<file path="src/rtl/demux_1to16_seq.sv">
// demux_1to16_seq
//   Registered 1-to-16 demultiplexer. A width-bit word on `i` is routed,
//   one cycle later, into one of sixteen held channel registers o0..o15.
//   The target is either `sel` (auto = 0) or an internal round-robin
//   pointer `ptr` (auto = 1). Each channel update raises a one-cycle strobe
//   on vld[k]. An auto-mode write to channel 15 wraps the pointer and
//   raises a one-cycle frame_done pulse.
//
// Build option:
//   DEMUX_ZERO_UNSEL_EN  defined  : every accept clears all non-target channels
//                        undefined: non-target channels hold (latching distributor)
//
// Ports:
//   clk         in   clock, all state on rising edge
//   rst_n       in   synchronous active-low reset
//   i           in   [width]   data word
//   in_valid    in   word on i is accepted this cycle
//   sel         in   [swidth]  explicit target when auto = 0
//   auto        in   1: target = ptr, 0: target = sel
//   ptr_clr     in   synchronous clear of ptr
//   o0..o15     out  [width]   channel registers
//   vld         out  [16]      one-hot per-channel update strobe
//   ptr         out  [swidth]  round-robin pointer
//   frame_done  out  pulse when an auto write to channel 15 wraps ptr
module demux_1to16_seq #(
  parameter int width  = 4,
  parameter int swidth = 4
) (
  input  logic              clk,
  input  logic              rst_n,
  input  logic [width-1:0]  i,
  input  logic              in_valid,
  input  logic [swidth-1:0] sel,
  input  logic              auto,
  input  logic              ptr_clr,
  output logic [width-1:0]  o0,
  output logic [width-1:0]  o1,
  output logic [width-1:0]  o2,
  output logic [width-1:0]  o3,
  output logic [width-1:0]  o4,
  output logic [width-1:0]  o5,
  output logic [width-1:0]  o6,
  output logic [width-1:0]  o7,
  output logic [width-1:0]  o8,
  output logic [width-1:0]  o9,
  output logic [width-1:0]  o10,
  output logic [width-1:0]  o11,
  output logic [width-1:0]  o12,
  output logic [width-1:0]  o13,
  output logic [width-1:0]  o14,
  output logic [width-1:0]  o15,
  output logic [15:0]       vld,
  output logic [swidth-1:0] ptr,
  output logic              frame_done
);

  localparam int unsigned NCH = 16;

  logic [width-1:0]  ch_q [NCH];
  logic [width-1:0]  ch_d [NCH];
  logic [15:0]       vld_q, vld_d;
  logic [swidth-1:0] ptr_q, ptr_d;
  logic              fd_q, fd_d;

  logic [swidth-1:0] tgt;
  logic              auto_acc;

  // In auto mode a same-cycle clear redirects the word to channel 0, so the
  // clear and the write combine into a single pointer step from 0.
  always_comb begin
    tgt      = auto ? (ptr_clr ? '0 : ptr_q) : sel;
    auto_acc = in_valid & auto;
  end

  always_comb begin
    ch_d  = ch_q;
    vld_d = '0;
    ptr_d = ptr_q;
    fd_d  = 1'b0;

    if (in_valid) begin
      for (int unsigned k = 0; k < NCH; k++) begin
        if (tgt == swidth'(k)) begin
          ch_d[k] = i;
        end else begin
`ifdef DEMUX_ZERO_UNSEL_EN
          ch_d[k] = '0;
`else
          ch_d[k] = ch_q[k];
`endif
        end
      end
      vld_d = 16'(1) << tgt;
    end

    if (auto_acc) begin
      ptr_d = tgt + swidth'(1);
      fd_d  = (tgt == '1);
    end else if (ptr_clr) begin
      ptr_d = '0;
    end
  end

  always_ff @(posedge clk) begin
    if (!rst_n) begin
      ch_q  <= '{default: '0};
      vld_q <= '0;
      ptr_q <= '0;
      fd_q  <= 1'b0;
    end else begin
      ch_q  <= ch_d;
      vld_q <= vld_d;
      ptr_q <= ptr_d;
      fd_q  <= fd_d;
    end
  end

  always_comb begin
    o0  = ch_q[0];
    o1  = ch_q[1];
    o2  = ch_q[2];
    o3  = ch_q[3];
    o4  = ch_q[4];
    o5  = ch_q[5];
    o6  = ch_q[6];
    o7  = ch_q[7];
    o8  = ch_q[8];
    o9  = ch_q[9];
    o10 = ch_q[10];
    o11 = ch_q[11];
    o12 = ch_q[12];
    o13 = ch_q[13];
    o14 = ch_q[14];
    o15 = ch_q[15];
    vld        = vld_q;
    ptr        = ptr_q;
    frame_done = fd_q;
  end

endmodule

</file>
<file path="config.mk">
export PLATFORM = sky130hd
export DESIGN_NAME = demux_1to16_seq
export DESIGN_NICKNAME = d
export VERILOG_FILES = /design/src/rtl/demux_1to16_seq.sv
export SDC_FILE = /design/constraint.sdc
export NUM_CORES = 1
export LEC_CHECK = 0
export CAP_MARGIN = 5
export CELL_PAD_IN_SITES_DETAIL_PLACEMENT = 2
export CELL_PAD_IN_SITES_GLOBAL_PLACEMENT = 2
export CORE_ASPECT_RATIO = 2
export CORE_MARGIN = 2
export CORE_UTILIZATION = 29
export DETAILED_ROUTE_END_ITERATION = 10
export PLACE_DENSITY = 0.9
export SLEW_MARGIN = 20
export SYNTH_ARGS = -nofsm -noshare
export SYNTH_HDL_FRONTEND = slang
export SYNTH_SLANG_ARGS = --single-unit
</file>
<file path="constraint.sdc">
create_clock -name clk -period 2.2 [get_ports clk]
set_clock_uncertainty 0.2 [all_clocks]
set_input_delay 0.44 -clock clk [delete_from_list [all_inputs] [get_ports clk]]
set_output_delay 0.44 -clock clk [all_outputs]
set_load 0.02 [all_outputs]
</file>
# After elaboration in Yosys (flattened, before gate mapping)
# Cells that the tools add are included.
# op_classes
bitwise_logic,1
shift,1
n_mux,3
add_sub_neg,1
reduce_logical,19
n_eq_ne,15
# ops
operator,n
2-bit AND reduction,18
4-bit equality test (second input constant),8
4-bit by 3-bit equality test with 1-bit output (second input constant),4
1-bit by 4-bit left shift with 16-bit output (first input constant),1
4-bit two-way mux,3
4-bit by 2-bit equality test with 1-bit output (second input constant),2
4-bit by 1-bit adder with 4-bit output (second input constant),1
4-bit by 1-bit equality test with 1-bit output (second input constant),1
4-bit logical NOT,1
1-bit AND,1
# word_totals
output_inout_bits,85
elab_cells,59
regBits,85
input_bits,13

# Longest topological paths before layout
# Gate-level depths: netlist of run 1.
# depth
word_depth,4
mapped_depth,7
mapped_depth_nobuf,7

# Worst setup path before layout of run 1
# Ideal clock, no wire load.
# synth_path
path_kind,in2reg
start,input port auto
end,register ch_q (netlist bit o4[0])
path_stages,7
slack_ps,186
t_arrival_ps,1682
path_cell_list,buf_6 > mux2_2 > inv_1 > ha_1 > nand2_1 > o21bai_2 > mux2i_1
# synth_between
elab_chain_cells,3
# synth_lines
element,line_no,text
start: declaration,34,"input logic auto,"
4-bit two-way mux,71,tgt = auto ? (ptr_clr ? '0 : ptr_q) : sel;
4-bit by 3-bit equality test with 1-bit output,83,if (tgt == swidth'(k)) begin
2-bit AND reduction (no source line),-,
end signal: assignment,111,ch_q <= ch_d;
end: declaration,59,logic [width-1:0] ch_q [NCH];
# No other way between the ends.
# A chain may end at the register's enable or synchronous reset.

# Worst setup path in the final report of run 1
# layout_path
start,register ptr_q[2] (netlist: ptr[2])
end,output port ptr[2]
# layout_lines
element,line_no,text
start: declaration,62,"logic [swidth-1:0] ptr_q, ptr_d;"
start signal: assignment,113,ptr_q <= ptr_d;
end: declaration,53,"output logic [swidth-1:0] ptr,"
# No word-level cell between the ends.

==> results.cfg, run 1 <==
[status]
run_status = finished clean

[power_and_ir_drop]
cellInternalPower_mw = 2.71
net-switching-power_uw = 889
switching_share = 0.247
power.ir.vdd_worst_v = 0.000462
power_frac_clock = 0.471
power_density_mw_per_mm2 = 709
power_leakage_nw = 2.13
power.share.sequential = 0.438
pwr-share-comb = 0.091

[cts]
clk_latency_ns = 0.34
max-clock-path-buffers = 2
hold_buffers = 0
h-tree-depth = 3
cts_root_buffer = sky130_fd_sc_hd__clkbuf_16
cts_sinks = 85
tritoncts = done
cts_buffers = 9
cts.clk_slew.worst_paths_ns = 0.07

[setup_path]
crit_path_max_incr_delay_ns = 0.65
path_delay_family = buffers and inverters
critical_path.max_fanout = 8
critical_path.cell_chain = clkdlybuf4s50_1
path_buf_inv = 1
critical-path-slowest-cell = sky130_fd_sc_hd__clkdlybuf4s50_1
path_type_of_the_worst_setup_path = reg2out
critical_path_arrival_ns = 1.45
critical_path.startpoint_type = flip-flop
critical_path.endpoint_type = primary output
cp.required_ns = 1.56

[grt]
groute.usage.overall = 0.219
first_global_vias = 3340
antenna_found_initial = 0
gr-total-overflow = 0
grt_max_degree = 29
global_route_wire_length_before_repair_um = 19900

[timing]
post-route-period-util = 0.949
tightestPinTransition_ns = 0.603
finalWorstPathRequiredPeriod_ns = 2.09
timing.max_slew.rel_slack = 0.596
finalMaxSlewViolations = 0
setup_viol_count_final = 0
clock.fmax_mhz = 479
unrepaired_setup_endpoints_after_global_routing = false
finalHoldViolCount = 0
tns_ns = 0

[layout]
final_net_count = 457
final-seq-area_mm2 = 0.00170
largest_register_ffs = 16
areaGrowthSynthToFinish_pct = 49.8
post_layout_nonfiller_instances = 586
fraction_of_layout_cells_with_a_size_suffix_above_1 = 0.189
multi_input_comb_area_mm2 = 0.00164
layout.cell_area.non_filler_mm2 = 0.00508
antenna_cells = 0
fill_cells = 1169
utilization = 0.447

[floorplan]
design.core.area_mm2 = 0.0114
pin_count = 98
die_height_um = 157
initial_utilization = 0.298
floorplan.die.width_um = 80.4
row_count = 55
fp.dieArea_mm2 = 0.0126

[detailed_routing]
post-route-drc-count = 0
post_drt_wl_per_cell_um = 22.7
detailedRoute.firstPassIterationCount = 5
route.vias.total = 2882
drtIter0Drc = 110
antenna_violating_nets_post_route = 0
vias_per_cell = 4.92
finalWirelength_um = 13300

[yosys]
synth.ff_latch_count = 85
synth.avg_cell_area_um2 = 10.7
synth-seq-area-share = 0.502
synthesis.area_mm2 = 0.00339
yosys.area.top_type = sky130_fd_sc_hd__dfxtp_1
postSynthCellCount = 318
synthesis.nets = 336
yosys_warnings = 0
synth_area_leaders = sky130_fd_sc_hd__dfxtp_1 (50%), sky130_fd_sc_hd__mux2i_1 (19%), sky130_fd_sc_hd__nand2_1 (8.4%)
synth_top_area_frac = 0.502
synth_cell_type_count = 36

[worst_hold_path]
hold_class = reg2reg

[place]
port_buffers = 97
placed_cell_area_mm2 = 0.00467
placed_cells = 569
finalWeightedCongestion = 0.785
dpl.hpwl_um = 9110

[flow_run]
drv_cap = 0
==> path summary, 6_finish.rpt <==
check         start     end  slack [ns]  depth (start not counted)
max reg2reg  ptr[0]  o12[2]        0.18                          7
max          ptr[2]  ptr[2]        0.11                          1
min          o12[1]  o12[1]        0.26                          2
min reg2reg  o12[1]  o12[1]        0.26                          2
==> metrics by stage <==
step           hold WS (ns)  total power, mW  setup WS, ns
2_1_floorplan         0.333             1.76         0.186
3_3_place_gp          0.245             1.91        -0.333
3_5_place_dp          0.262             1.92        -0.404
4_1_cts               0.271             3.63       -0.0154
5_1_grt               0.282             3.72        0.0619
6_report              0.264             3.60         0.112
==> cell type report <==
cell class,count,area share
Sequential cell,85,0.336
Multi-Input combinational cell,210,0.323
Timing Repair Buffer,126,0.236
Clock buffer,9,0.0444
Tap cell,142,0.0350
Clock inverter,7,0.0207
Inverter,7,0.00518
==> layout by cell type (no fill, tap or decap), drive strengths merged, types with 2 or more instances in the layout <==
cell type / instances
bufinv: 2
buf: 30
and2: 6
mux2: 2
nor3b: 3
o2111ai: 4
ha: 5
o21bai: 9
clkbuf: 9
and3: 4
mux2i: 64
a21oi: 6
inv: 10
and4bb: 2
nand3: 2
nand2b: 4
nor3: 6
nor2b: 2
nand2: 76
dfxtp: 85
nor2: 3
clkdlybuf4s50: 94
nand3b: 3
==> layer usage <==
metal	up-vias	part of all wire	track usage
met4	0	0.031	0.103
li1	1319	-	-
met1	1460	0.35	0.215
met3	25	0.026	0.0334
met5	-	0	0
met2	78	0.59	0.429
==> cells in the mapped netlist <==
master	count
sky130_fd_sc_hd__a21boi_0	1
sky130_fd_sc_hd__a21oi_1	2
sky130_fd_sc_hd__a21oi_4	4
sky130_fd_sc_hd__a221oi_2	1
sky130_fd_sc_hd__and2_1	6
sky130_fd_sc_hd__and3_1	4
sky130_fd_sc_hd__and3b_2	1
sky130_fd_sc_hd__and4bb_2	2
sky130_fd_sc_hd__buf_2	1
sky130_fd_sc_hd__buf_6	1
sky130_fd_sc_hd__clkbuf_1	12
sky130_fd_sc_hd__clkbuf_2	2
sky130_fd_sc_hd__dfxtp_1	85
sky130_fd_sc_hd__ha_1	5
sky130_fd_sc_hd__inv_1	7
sky130_fd_sc_hd__mux2_2	2
sky130_fd_sc_hd__mux2i_1	64
sky130_fd_sc_hd__nand2_1	76
sky130_fd_sc_hd__nand2b_1	4
sky130_fd_sc_hd__nand3_1	2
sky130_fd_sc_hd__nand3b_1	2
sky130_fd_sc_hd__nand3b_4	1
sky130_fd_sc_hd__nand4_1	1
sky130_fd_sc_hd__nand4b_4	1
sky130_fd_sc_hd__nor2_1	3
sky130_fd_sc_hd__nor2b_1	2
sky130_fd_sc_hd__nor3_1	6
sky130_fd_sc_hd__nor3b_1	1
sky130_fd_sc_hd__nor3b_2	2
sky130_fd_sc_hd__o2111ai_2	4
sky130_fd_sc_hd__o21a_1	1
sky130_fd_sc_hd__o21ai_0	1
sky130_fd_sc_hd__o21bai_2	8
sky130_fd_sc_hd__o21bai_4	1
sky130_fd_sc_hd__or3_1	1
sky130_fd_sc_hd__xnor2_1	1
==> cells by family (layout without fill, tap and decap cells) <==
kind of cell	after synthesis	count (layout)	share of synthesized area
multiplexers	66	66	0.196
adder cells (fa/ha/maj)	5	5	0.0185
XOR/XNOR	1	1	0.00259
AND/OR/NAND/NOR	115	115	0.170
flip-flops	85	85	0.502
buffers and inverters	23	149	0.0288
AO/OA/AOI/OAI	23	23	0.0823
==> power by group through the flow <==
stage          registers (mW)  clock network [mW]  logic [mW]
2_1_floorplan            1.63                   0       0.128
3_3_place_gp             1.61                   0       0.297
3_5_place_dp             1.61                   0       0.313
4_1_cts                  1.58                1.73       0.326
5_1_grt                  1.58                1.79       0.348
6_report                 1.58                1.69       0.328
==> repair_timing <==
| item | 4_1_cts | 5_1_grt |
|---|---|---|
| resized for setup | 11 | 5 |
| pin swaps | 1 | 0 |
| setup buffers | 1 | 0 |
| hold endpoints to repair | 0 | 0 |
| endpoints found under the setup margin | 39 | 46 |
Power figures use the tool's default switching activity.
==> run 2, diff against run 1 <==
--- a/config.mk
+++ b/config.mk
@@ -11,6 +11,7 @@
 export CORE_ASPECT_RATIO = 2
 export CORE_MARGIN = 2
 export CORE_UTILIZATION = 29
+export CTS_CLUSTER_DIAMETER = 200
 export DETAILED_ROUTE_END_ITERATION = 10
 export PLACE_DENSITY = 0.9
 export SLEW_MARGIN = 20
==> results of run 2 <==
Same layout as run 1: the final DEF is identical, and so are final timing and power.
